$ cat config.mk
export PLATFORM = sky130hd
export DESIGN_NAME = sakebi_rmii_rx_ctrl
export DESIGN_NICKNAME = d
export VERILOG_FILES = /design/src/rtl/sakebi_rmii_rx_ctrl.sv
export SDC_FILE = /design/constraint.sdc
export NUM_CORES = 1
export LEC_CHECK = 0
export CAP_MARGIN = 30
export CORE_MARGIN = 2
export CORE_UTILIZATION = 56
export CTS_CLUSTER_SIZE = 24
export DETAILED_ROUTE_END_ITERATION = 7
export GPL_TIMING_DRIVEN = 0
export PLACE_DENSITY_LB_ADDON = 0.08
export REMOVE_ABC_BUFFERS = 1
export SYNTH_ARGS = -nofsm -noshare
export SYNTH_HDL_FRONTEND = slang
export SYNTH_SLANG_ARGS = --single-unit
$ cat constraint.sdc
create_clock -name i_rmii_REF_CLK -period 4.4 [get_ports i_rmii_REF_CLK]
set_input_delay 0.44 -clock i_rmii_REF_CLK [delete_from_list [all_inputs] [get_ports i_rmii_REF_CLK]]
set_output_delay 0.44 -clock i_rmii_REF_CLK [all_outputs]
set_load 0.01 [all_outputs]
$ cat src/rtl/sakebi_rmii_rx_ctrl.sv
// sakebi_rmii_rx_ctrl: RMII receive frame controller feeding an async FIFO with {err,last,byte} words.
// Ports: i_rmii_REF_CLK/i_axis_ARESETn clock and async active-low reset; i_rx_enable gates new frames;
// i_max_len oversize limit; i_cnt_clr clears statistics; i_byte_valid/i_byte_data/i_frame_end/i_frame_err
// from the receiver; i_fifo_wr_ready/o_fifo_wr_en/o_fifo_wr_data FIFO write side; o_frame_done pulses
// with o_frame_status/o_frame_len; o_good_cnt/o_drop_cnt saturating frame counters.
module sakebi_rmii_rx_ctrl #(
  parameter int MIN_LEN   = 64,
  parameter int CNT_WIDTH = 16
) (
  input  logic                 i_rmii_REF_CLK,
  input  logic                 i_axis_ARESETn,
  input  logic                 i_rx_enable,
  input  logic [10:0]          i_max_len,
  input  logic                 i_cnt_clr,
  input  logic                 i_byte_valid,
  input  logic [7:0]           i_byte_data,
  input  logic                 i_frame_end,
  input  logic                 i_frame_err,
  input  logic                 i_fifo_wr_ready,
  output logic                 o_fifo_wr_en,
  output logic [9:0]           o_fifo_wr_data,
  output logic                 o_frame_done,
  output logic [2:0]           o_frame_status,
  output logic [10:0]          o_frame_len,
  output logic [CNT_WIDTH-1:0] o_good_cnt,
  output logic [CNT_WIDTH-1:0] o_drop_cnt
);
  typedef enum logic [1:0] {IDLE, RECV, DISCARD, DONE} state_t;
  localparam logic [2:0] ST_OK = 3'd0, ST_RUNT = 3'd1, ST_OVERSIZE = 3'd2,
                         ST_OVERFLOW = 3'd3, ST_PHY_ERR = 3'd4, ST_DISABLED = 3'd5;
  localparam logic [10:0] MIN_L = 11'(MIN_LEN);
  state_t state, state_n;
  logic [7:0] hold, hold_n;
  logic hold_v, hold_v_n;
  logic [10:0] len, len_n;
  logic [2:0] status, status_n;
  logic end_pend, end_pend_n;
  logic wr_en_n;
  logic [9:0] wr_data_n;
  logic runt;
  assign runt = len < MIN_L;
  always_ff @(posedge i_rmii_REF_CLK or negedge i_axis_ARESETn)
    if (!i_axis_ARESETn) state <= IDLE;
    else state <= state_n;
  always_comb begin
    state_n    = state;
    hold_n     = hold;
    hold_v_n   = hold_v;
    len_n      = len;
    status_n   = status;
    end_pend_n = end_pend;
    wr_en_n    = 1'b0;
    wr_data_n  = o_fifo_wr_data;
    unique case (state)
      IDLE:
        if (i_byte_valid) begin
          // a frame_end arriving with the first byte is remembered and handled in the next state
          end_pend_n = i_frame_end;
          hold_n     = i_byte_data;
          hold_v_n   = i_rx_enable;
          len_n      = i_rx_enable ? 11'd1 : 11'd0;
          status_n   = i_rx_enable ? ST_OK : ST_DISABLED;
          state_n    = i_rx_enable ? RECV : DISCARD;
        end else if (i_frame_err) begin
          hold_v_n = 1'b0;
          len_n    = 11'd0;
          status_n = ST_PHY_ERR;
          state_n  = DONE;
        end
      RECV:
        if (i_byte_valid) begin
          end_pend_n = end_pend | i_frame_end;
          if (len >= i_max_len) begin
            status_n = ST_OVERSIZE;
            state_n  = DISCARD;
          end else if (!i_fifo_wr_ready) begin
            status_n = ST_OVERFLOW;
            state_n  = DISCARD;
          end else begin
            wr_en_n   = 1'b1;
            wr_data_n = {2'b00, hold};
            hold_n    = i_byte_data;
            len_n     = len + 11'd1;
          end
        end else if (i_frame_err) begin
          end_pend_n = end_pend | i_frame_end;
          status_n   = ST_PHY_ERR;
          state_n    = DISCARD;
        end else if (i_frame_end || end_pend) begin
          // the closing write is retried every cycle until the FIFO has room
          end_pend_n = !i_fifo_wr_ready;
          if (i_fifo_wr_ready) begin
            wr_en_n   = 1'b1;
            wr_data_n = {runt, 1'b1, hold};
            hold_v_n  = 1'b0;
            status_n  = runt ? ST_RUNT : ST_OK;
            state_n   = DONE;
          end
        end
      DISCARD: begin
        end_pend_n = end_pend | i_frame_end;
        if (hold_v && i_fifo_wr_ready) begin
          wr_en_n   = 1'b1;
          wr_data_n = {2'b11, hold};
          hold_v_n  = 1'b0;
        end
        if ((end_pend || i_frame_end) && (!hold_v || i_fifo_wr_ready)) begin
          end_pend_n = 1'b0;
          state_n    = DONE;
        end
      end
      DONE: begin
        end_pend_n = 1'b0;
        state_n    = IDLE;
      end
      default: state_n = IDLE;
    endcase
  end
  always_ff @(posedge i_rmii_REF_CLK or negedge i_axis_ARESETn)
    if (!i_axis_ARESETn) begin
      hold           <= '0;
      hold_v         <= 1'b0;
      len            <= '0;
      status         <= '0;
      end_pend       <= 1'b0;
      o_fifo_wr_en   <= 1'b0;
      o_fifo_wr_data <= '0;
      o_frame_done   <= 1'b0;
      o_frame_status <= '0;
      o_frame_len    <= '0;
    end else begin
      hold           <= hold_n;
      hold_v         <= hold_v_n;
      len            <= len_n;
      status         <= status_n;
      end_pend       <= end_pend_n;
      o_fifo_wr_en   <= wr_en_n;
      o_fifo_wr_data <= wr_data_n;
      o_frame_done   <= state == DONE;
      if (state == DONE) begin
        o_frame_status <= status;
        o_frame_len    <= len;
      end
    end
  always_ff @(posedge i_rmii_REF_CLK or negedge i_axis_ARESETn)
    if (!i_axis_ARESETn) begin
      o_good_cnt <= '0;
      o_drop_cnt <= '0;
    end else if (i_cnt_clr) begin
      o_good_cnt <= '0;
      o_drop_cnt <= '0;
    end else if (state == DONE) begin
      if (status == ST_OK && !(&o_good_cnt)) o_good_cnt <= o_good_cnt + 1'b1;
      if (status != ST_OK && !(&o_drop_cnt)) o_drop_cnt <= o_drop_cnt + 1'b1;
    end
endmodule

Word level (Yosys, flattened, before mapping)
Index checks and enable logic that the tools add are counted.
- output and inout port bits: 58
- word-level logic and storage cells: 137
- bits of input ports: 27
- flip-flop bits (word level): 84
- bitwise operators: 1
- multiplexer cells: 69
- eq/ne operators: 19
- magnitude comparators: 2
- reductions and logical operators: 30
- $add $sub $neg: 3
- operator list (operator ; count):
    16-bit two-way mux ; 6
    10-bit two-way mux ; 7
    11-bit two-way mux ; 5
    16-bit by 1-bit adder with 16-bit output, second input constant ; 2
    8-bit two-way mux ; 4
    16-bit AND reduction ; 2
    3-bit two-way mux ; 9
    11-bit one-hot mux with 2 select lines ; 1
    1-bit two-way mux ; 20
    2-bit two-way mux ; 10
    10-bit one-hot mux with 2 select lines ; 1
    5-bit AND reduction ; 4
    2-bit != test, second input constant ; 9
    8-bit one-hot mux with 2 select lines ; 1
    3-bit != test, second input constant ; 4
    4-bit != test, second input constant ; 3
    11-bit by 1-bit adder with 11-bit output, second input constant ; 1
    11-bit >= comparator ; 1
    11-bit by 7-bit less-than comparator with 1-bit output, second input constant ; 1
    2-bit nonzero test ; 5
    2-bit one-hot mux with 4 select lines ; 1
    7-bit AND reduction ; 1
    3-bit one-hot mux with 2 select lines ; 1
    2-bit AND reduction ; 3
    13 further kinds ; 22

Depth between registers and ports, before layout
Gate-level depths: netlist (run 1).
- word-level depth: 7
- mapped depth: 9
- depth with buffers taken out: 8

Worst setup path after synthesis (run 1)
OpenSTA, ideal clock, no wires.
- kind: input-to-reg
- from: in i_max_len[6]
- to: reg o_fifo_wr_data[0]
- required time: 4.275 ns
- library setup time: 0.125 ns
- cell stages on the path: 9
- data arrival time: 2.309 ns
- path slack: 1.966 ns
- path buffers: 1
- path through: inv_1 > ha_1 > a21o_1 > a221o_1 > a41oi_2 > o21ai_2 > a21boi_1 > buf_4 > mux2_2
- longest elaborated chain between the ends: 3
- ends and longest elaborated chain (element ; line ; source):
    start, declared ; 13 ; input logic [10:0] i_max_len,
    11-bit >= comparator ; 73 ; if (len >= i_max_len) begin
    3-bit != test (no line) ; -- ;
    6-bit AND reduction (no line) ; -- ;
    end signal, assigned ; 138 ; o_fifo_wr_data <= wr_data_n;
    end, declared ; 21 ; output logic [9:0] o_fifo_wr_data,
Every way passes these cells.
A chain may end at the register's enable or synchronous reset.

Final worst setup path (run 1)
- from: in i_max_len[6]
- to: reg o_fifo_wr_data[1]
Same word-level chain as after synthesis.

==> results, run 1 <==
- The via count of the first global-routing pass came to 3368.
- The final layout contains 544 nets.
- The count of endpoints failing hold in the final timing report is 0.
- The worst register-to-register path has a setup slack of 1.23 ns.
- For this configuration, the core starts out at a cell density of 0.572.
- The first global-routing pass estimated 16.3 mm of wire.
- The final cell area excluding filler cells is 5560 um^2.
- For this design, the CTS-stage hold fixing added 0 buffers.
- The die covers about 8500 um^2.
- The worst setup path is of the in2reg kind.
- The average wire per standard cell is 15.3 um.
- Using the TritonRoute via totals, the vias-per-cell ratio works out to 5.73.
- 0 antenna diodes ended up in the layout.
- Dividing total power by cell area gives a power density of approximately 470 nW/um^2.
- The critical path capture point is o_fifo_wr_data[1].
- The layout overhead on the synthesized area is 27.0%.
- The sum of buffers and inverters on the critical path is 2.
- For this design, the slowest cell found on the critical path is a21boi_1.
- The number of cell rows is 32.
- After synthesis, the cell types taking the most area are dfrtp_1 48%, mux2_2 7.7%, ha_1 5.1%.
- In this run, post-CTS repair resized a total of 0 instances.
- For this run, the leading register cell type out of synthesis is dfrtp_1.
- In the synthesized netlist, the cells that appear most often are 84 x dfrtp_1, 42 x nor2_1, 30 x mux2_2.
- The kind of cell adding the most delay to the critical path is compound AO/OA/AOI/OAI gates.
- The most critical setup path has its startpoint at i_max_len[6].
- Summing all placed instances gives a cell area of around 5300 um^2.
- The required time of the critical path is 4.63 ns.
- The final count of negative-setup-slack endpoints is 0.
- The clock arrives with 0.0104 ns of skew.
- The tree built by TritonCTS fans out to 84 sinks.
- Counting flops with a built-in enable in the synthesized netlist gives 0.
- Of the cells placed in the final design, the portion with a size suffix greater than 1 is 0.115.
- Across all layers, the routed design uses 3475 vias.
- The mean cell area of the mapped netlist is ~10 um^2.
- At the end of the flow the core is filled with cells to 0.727.
- Of all nets on the critical path, the largest fanout is 10.
- The sequential fraction of the synthesis area is 0.480.
- The number of register bits inferred by synthesis is 84.
- The total wire length is 9.30 mm.
- Of the post-synthesis cell area, the dominant cell type holds 0.480.
- The floorplan step set the die height to approximately 92 um.
- The number of antenna violations at the first check in global routing is 0.
- The number of violations reported at the end of detailed-routing iteration 0 is slightly above 200.
- The total overflow reported by the global router is 0.
- The post-CTS setup buffer count is 0.
- The total of max-cap violations is 0.
- The core footprint is approximately 7600 um^2.
- In the finished design, the share of the clock period the worst path needs comes to 0.735.
- Input and output buffers added on the ports amount to 84.
- TritonCTS built the clock tree.
- By instance count, the leading cell after synthesis is dfrtp_1.
- Data on the critical path arrives at its endpoint at about 3.5 ns.
- The library cell with the largest summed area after synthesis is dfrtp_1.
- The static leakage power is 0.00242 uW.
- The worst setup path is captured at a register.
- In the routed design, unresolved DRC markers number 0.
- The number of buffers added by the clock tree synthesis step is 9.
- For met3 alone, demand over resource in global routing was 0.0415.
- The global routing stage identified its most utilized layer as met2.
- The number of iterations in the first detailed-routing pass is 4.
- The mapped netlist covers ~4400 um^2.
- The wire-length estimate of the detail-placed layout is between 6 and 7 mm.
- The worst min-delay path class is in2async.
- Setup repair after global routing left no endpoint under its margin.
- Across every metal layer, demand over resource in global routing totals 0.235.
- The post-detailed-route count of antenna-violating nets is 0.
- The die is about 90 um wide.
- The maximum VDD drop is 0.332 mV.
- Counting cells, the worst reg-to-reg path comes to 7.
- The sum of negative setup slack is 0 ns.
- Counting every instance in the synthesized netlist gives 417.
- On the worst path, the slowest cell contributes a delay of 0.78 ns.
- The highest achievable clock rate is 309 MHz.
- The worst pin sits at a relative slew slack of 0.368.
- The count of final max-slew check failures was 0.
- The start of the worst register-to-register path is len[6].
- Timing analysis after detailed placement gives a worst setup slack of 0.778 ns.
- The run finished with clean final reports.
- Clock-pin slew was measured on the worst setup and hold paths at about 0.080 ns.
- For this run, the number of Yosys warnings is 0.
- The count of distinct cell types in the synthesized netlist is 61.
- The final weighted congestion in routability-driven placement is 0.855.
- The depth of the critical timing path with buffers and inverters included is 9.
- In this run the critical register-to-register path is captured at o_fifo_wr_data[1].
- At the pin with the least slew margin, the transition time is between 0.9 and 1 ns.
- The final critical delay including setup and external delays is 3.23 ns.
- In the post-route analysis, the smallest setup slack over all paths is 1.17 ns.
- Clock latency on the worst-skew pair, taken at its later pin, is approximately 0.35 ns.
- The kind of start point of the critical path is an input port.
- The longest clock path from root to sink contains 2 buffers.
- Of all flip-flops after synthesis, the portion carrying an async set or reset was 1.00.
- The root buffer selected by CTS is clkbuf_8.
- Walking the worst path, the cells encountered are clkdlybuf4s50_1 > inv_1 > ha_1 > a21o_1 > a221o_1 > a41oi_2 > o21ai_2 > a21boi_1 > mux2_2.
- In the global route stage, met2 resource usage came out at 0.380.
- The worst hold margin is 0.0589 ns.
- In this run the count of I/O pins placed on the die edge is 85.
- In the global route stage, met1 resource usage came out at 0.323.
- In this run the number of H-tree levels came out at 3.
- The maximum number of pins on one net before global-route repair is 48.
-- metal layers --
layer | wire length (um) | vias up
li1 | - | 1667
met5 | 0 | -
met4 | 107 | 0
met1 | 4350 | 1704
met3 | 467 | 8
met2 | 4370 | 96
-- registers in the layout, summed over array words and instances (netlist names) --
register,count
hold,8
o_good_cnt,16
o_fifo_wr_data,10
o_frame_status,3
status,3
o_fifo_wr_en,1
hold_v,1
o_drop_cnt,16
end_pend,1
o_frame_done,1
len,11
o_frame_len,11
state,2
-- final cells by class --
cell class	count	area [um^2]
Multi-Input combinational cell	300	2140
Tap cell	102	128
Timing Repair Buffer	86	893
Inverter	18	67.6
Clock buffer	11	141
Clock inverter	5	83.8
Sequential cell	84	2100
Fill cell	581	2090
-- worst min-delay path by stage --
stage | start | to | slack (ns) | cells past startpoint
finish | i_axis_ARESETn | o_frame_len[4] | 0.06 | 1
global route | i_axis_ARESETn | o_frame_len[4] | 0.09 | 1
CTS | i_axis_ARESETn | o_frame_len[4] | 0.07 | 1
detailed placement | i_axis_ARESETn | o_frame_len[4] | 0.45 | 1
global placement | hold[5] | hold[5] | 0.46 | 1
floorplan | i_axis_ARESETn | end_pend | 0.14 | 0
-- metrics by stage --
step	total power, uW	cells
2_1_floorplan	1620	402
4_1_cts	2610	606
3_5_place_dp	1990	590
6_report	2590	606
5_1_grt	2760	606
3_3_place_gp	1950	588
-- placed cells by master, fill, tap and decap left out, drive strengths merged, types with 5 or more instances in the layout --
cell type / synthesis / final
and3: 9 / 9
dfrtp: 84 / 84
mux2i: 5 / 5
xnor2: 12 / 12
clkdlybuf4s50: 0 / 83
nor3: 5 / 5
and4: 6 / 6
inv: 18 / 19
or3: 5 / 5
mux2: 32 / 32
a21oi: 15 / 15
nor2: 42 / 42
xor2: 14 / 14
nand2: 27 / 27
a31oi: 11 / 11
o21ai: 19 / 19
ha: 18 / 18
nand4: 8 / 8
nand3: 22 / 22
clkbuf: 10 / 11
-- worst register-to-register path, stage by stage (launching register included) --
cell	delay, ns
dfrtp_1	0.49
ha_1	0.34
a21o_1	0.18
a221o_1	0.35
a41oi_2	0.35
o21ai_2	0.14
a21boi_1	0.78
mux2_2	0.42
-- kinds of logic (layout without fill, tap and decap cells) --
logic type / count (synthesis) / count (layout) / share of synthesized area
AND/OR/NAND/NOR: 138 / 138 / 0.157
flip-flops: 84 / 84 / 0.480
AO/OA/AOI/OAI: 81 / 81 / 0.135
multiplexers: 37 / 37 / 0.0938
buffers and inverters: 33 / 120 / 0.0306
XOR/XNOR: 26 / 26 / 0.0520
adder cells (fa/ha/maj): 18 / 18 / 0.0515
-- report_power, final --
part           total, uW  switching [uW]  internal [uW]
clock network        615             278            338
registers           1050             113            937
logic                925             445            480
total               2590             835           1760
No activity file was read; power rests on OpenSTA's default activity.
==> run 2, diff against run 1 <==
Settings changed: CORE_UTILIZATION 56 to 47.
Clock period 4.4 ns to 2.74 ns, I/O delays scaled along.
==> results, run 2 (synthesis results as in run 1) <==
- The worst hold margin is 0.432 ns (was 0.0589 ns).
- The number of buffers added by the clock tree synthesis step is 9 (unchanged).
- The biggest fanout along the worst timing path is 8 (was 10).
- The sum of negative setup slack was 0 ns (unchanged).
- The height of the die was 101 um (was 92.4 um).
- The start of the worst register-to-register path is len[7] (was len[6]).
- The final count of negative-setup-slack endpoints is 0 (unchanged).
- The number of antenna violations at the first check in global routing came to 0 (unchanged).
- The total overflow reported by the global router was 0 (unchanged).
- The post-route DRC violation count is 0 (unchanged).
- The total wire length is 9.48 mm (was 9.30 mm).
- The count of buffers from port buffering came to 84 (unchanged).
- Most used cells in the layout excluding fill and tap cells: 83 x dfrtp_1, 83 x clkdlybuf4s50_1, 42 x nor2_1 (was 84 x dfrtp_1, 83 x clkdlybuf4s50_1, 42 x nor2_1).
- The capture instance of the worst register-to-register path is hold[2] (was o_fifo_wr_data[1]).
- The clock sink count is 84 (unchanged).
- The static leakage power came to 0.00244 uW (was 0.00242 uW).
- The required time of the critical path came to 2.96 ns (was 4.63 ns).
- The maximum VDD drop was 0.553 mV (was 0.332 mV).
- The clock insertion delay at the later pin of the skew report is 0.34 ns (was 0.35 ns).
- The buffer levels on the longest clock path was 2 (unchanged).
- In the finished design, the share of the clock period the worst path needs comes to 0.966.
- The highest achievable clock rate is 378 MHz.
- The register clock-pin slew on the reported worst setup and hold paths is 0.08 ns (about the same).
- The wire length of the first global-routing pass is 15.7 mm (was 16.3 mm).
- The initial cell density of the core came to 0.478 (was 0.572).
- The critical path endpoint category is a register (unchanged).
- The count of final max-slew check failures is 0 (unchanged).
- The total of max-cap violations came to 0 (unchanged).
- The sum of net half-perimeters after detailed placement is 6.79 mm (was 6.53 mm).
- The number of violations reported at the end of detailed-routing iteration 0 came to 112 (was 207).
- The flop-to-flop setup slack was 0.09 ns (was 1.23 ns).
- The startpoint-to-endpoint class of the critical path is reg2reg (was in2reg).
- The worst min-delay path class is in2async (unchanged).
- The pin slew with the least headroom to its limit is 0.614 ns (was 0.946 ns).
- The number of placed I/O pins is 85 (unchanged).
- The worst setup slack after placement is -0.746 ns (was 0.778 ns).
- The path depth of the worst reg2reg path came to 7 (unchanged).
- The maximum number of pins on one net before global-route repair is 50 (was 48).
- The via count of the first global-routing pass is 3412 (was 3368).
- The count of inserted antenna diode cells was 0 (unchanged).
- The CTS tree was yes (unchanged).
- The number of iterations in the first detailed-routing pass is 5 (was 4).
- The total number of nets in the final design is 548 (was 544).
- The root buffer selected by CTS is clkbuf_8 (unchanged).
- Run status: completed (unchanged).
- The final weighted congestion in routability-driven placement is 0.825 (was 0.855).
- The core footprint is 9150 um^2 (was 7650 um^2).
- The post-detailed-route count of antenna-violating nets is 0 (unchanged).
- The final setup skew came to 0.0140 ns (was 0.0104 ns).
- The kind of start point of the critical path is a register (was input port).
- The final critical-path setup slack came to 0.0941 ns (was 1.17 ns).
- The number of cell rows is 35 (was 32).
- The power density over the cells is 728 nW/um^2 (was 466 nW/um^2).
- The count of endpoints failing hold in the final timing report came to 0 (unchanged).
- The layout overhead on the synthesized area came to 28.2% (was 27.0%).
- Largest regs: o_drop_cnt x16, o_good_cnt x16 (unchanged).
- The average wire per standard cell is 15.3 um (about the same).
- The detail-routed via count per cell is 5.58 (was 5.73).
- The arrival time of data at the critical path endpoint was 2.87 ns (was 3.46 ns).
- The final critical delay including setup and external delays is 2.65 ns.
- The total power is 4080 uW (was 2590 uW).
- The H-tree depth reported by CTS is 3 (unchanged).
- The full die area was 10100 um^2 (was 8540 um^2).
- The floorplan die width is 101 um (was 92.4 um).
- The share of cells above drive strength 1 was 0.128 (was 0.115).
- The vias after detailed routing is 3452 (was 3475).
- The tightest slew margin relative to the limit is 0.587 (was 0.368).
- The global-route usage over all layers is 0.192 (was 0.235).
-- run 2: what timing repair did --
action                                  in CTS  in global routing
hold buffers                                 1                  0
endpoints found under the setup margin      10                 30
pin swaps                                    1                  2
endpoints found under the hold margin       35                  0
resized for setup                            2                  4
setup buffers                                1                  2
-- run 2: where the power goes --
group | leakage (uW) | internal, uW | total [uW] | switching, uW
logic | 0.00123 | 813 | 1540 | 731
registers | 0.00111 | 1500 | 1680 | 172
clock network | 0.0000962 | 422 | 864 | 442
-- run 2: worst max-delay path, cell delays in order, from the launching register on --
cell and delay [ns]:
dfrtp_1 0.49, ha_1 0.33, and3_1 0.22, a221o_1 0.34
a41oi_4 0.30, o2111ai_4 0.24, o21ai_4 0.22, mux2_2 0.38
-- run 2: how the worst max path moves through the flow --
| stage | from | end | slack (ns) | cells after the start |
|---|---|---|---|---|
| after detailed placement | i_max_len[4] | o_fifo_wr_data[7] | -0.75 | 9 |
| after floorplan | len[6] | o_fifo_wr_data[0] | 0.02 | 7 |
| after CTS | len[6] | hold[2] | 0.02 | 7 |
| after global placement | i_axis_ARESETn | o_drop_cnt[15] | -1.59 | 1 |
| after global routing | len[7] | hold[4] | -0.004 | 7 |
| final | len[7] | hold[2] | 0.09 | 7 |
-- run 2: metrics by stage --
step,area (um^2),instances,utilization
after floorplan,4310,402,-
after global placement,5290,597,0.578
after detailed placement,5340,599,0.584
after CTS,5580,617,0.609
after global routing,5610,619,0.613
final,5610,619,0.613
-- run 2: layout make-up --
cell class                      instances  area (um^2)
Fill cell                             790         3540
Timing Repair Buffer                   90          938
Clock buffer                           10          128
Inverter                               18         67.6
Sequential cell                        84         2100
Multi-Input combinational cell        300         2170
Clock inverter                          6         65.1
Tap cell                              111          139
-- run 2: per-layer routing --
metal  share of wire  vias up  global-route usage  wire length (um)
met2            0.47       92               0.322              4430
met1            0.48     1674               0.253              4510
met3           0.047        8              0.0402               449
li1                -     1678                   -                 -
met4          0.0098        0              0.0569                93
met5               0        -                   0                 0
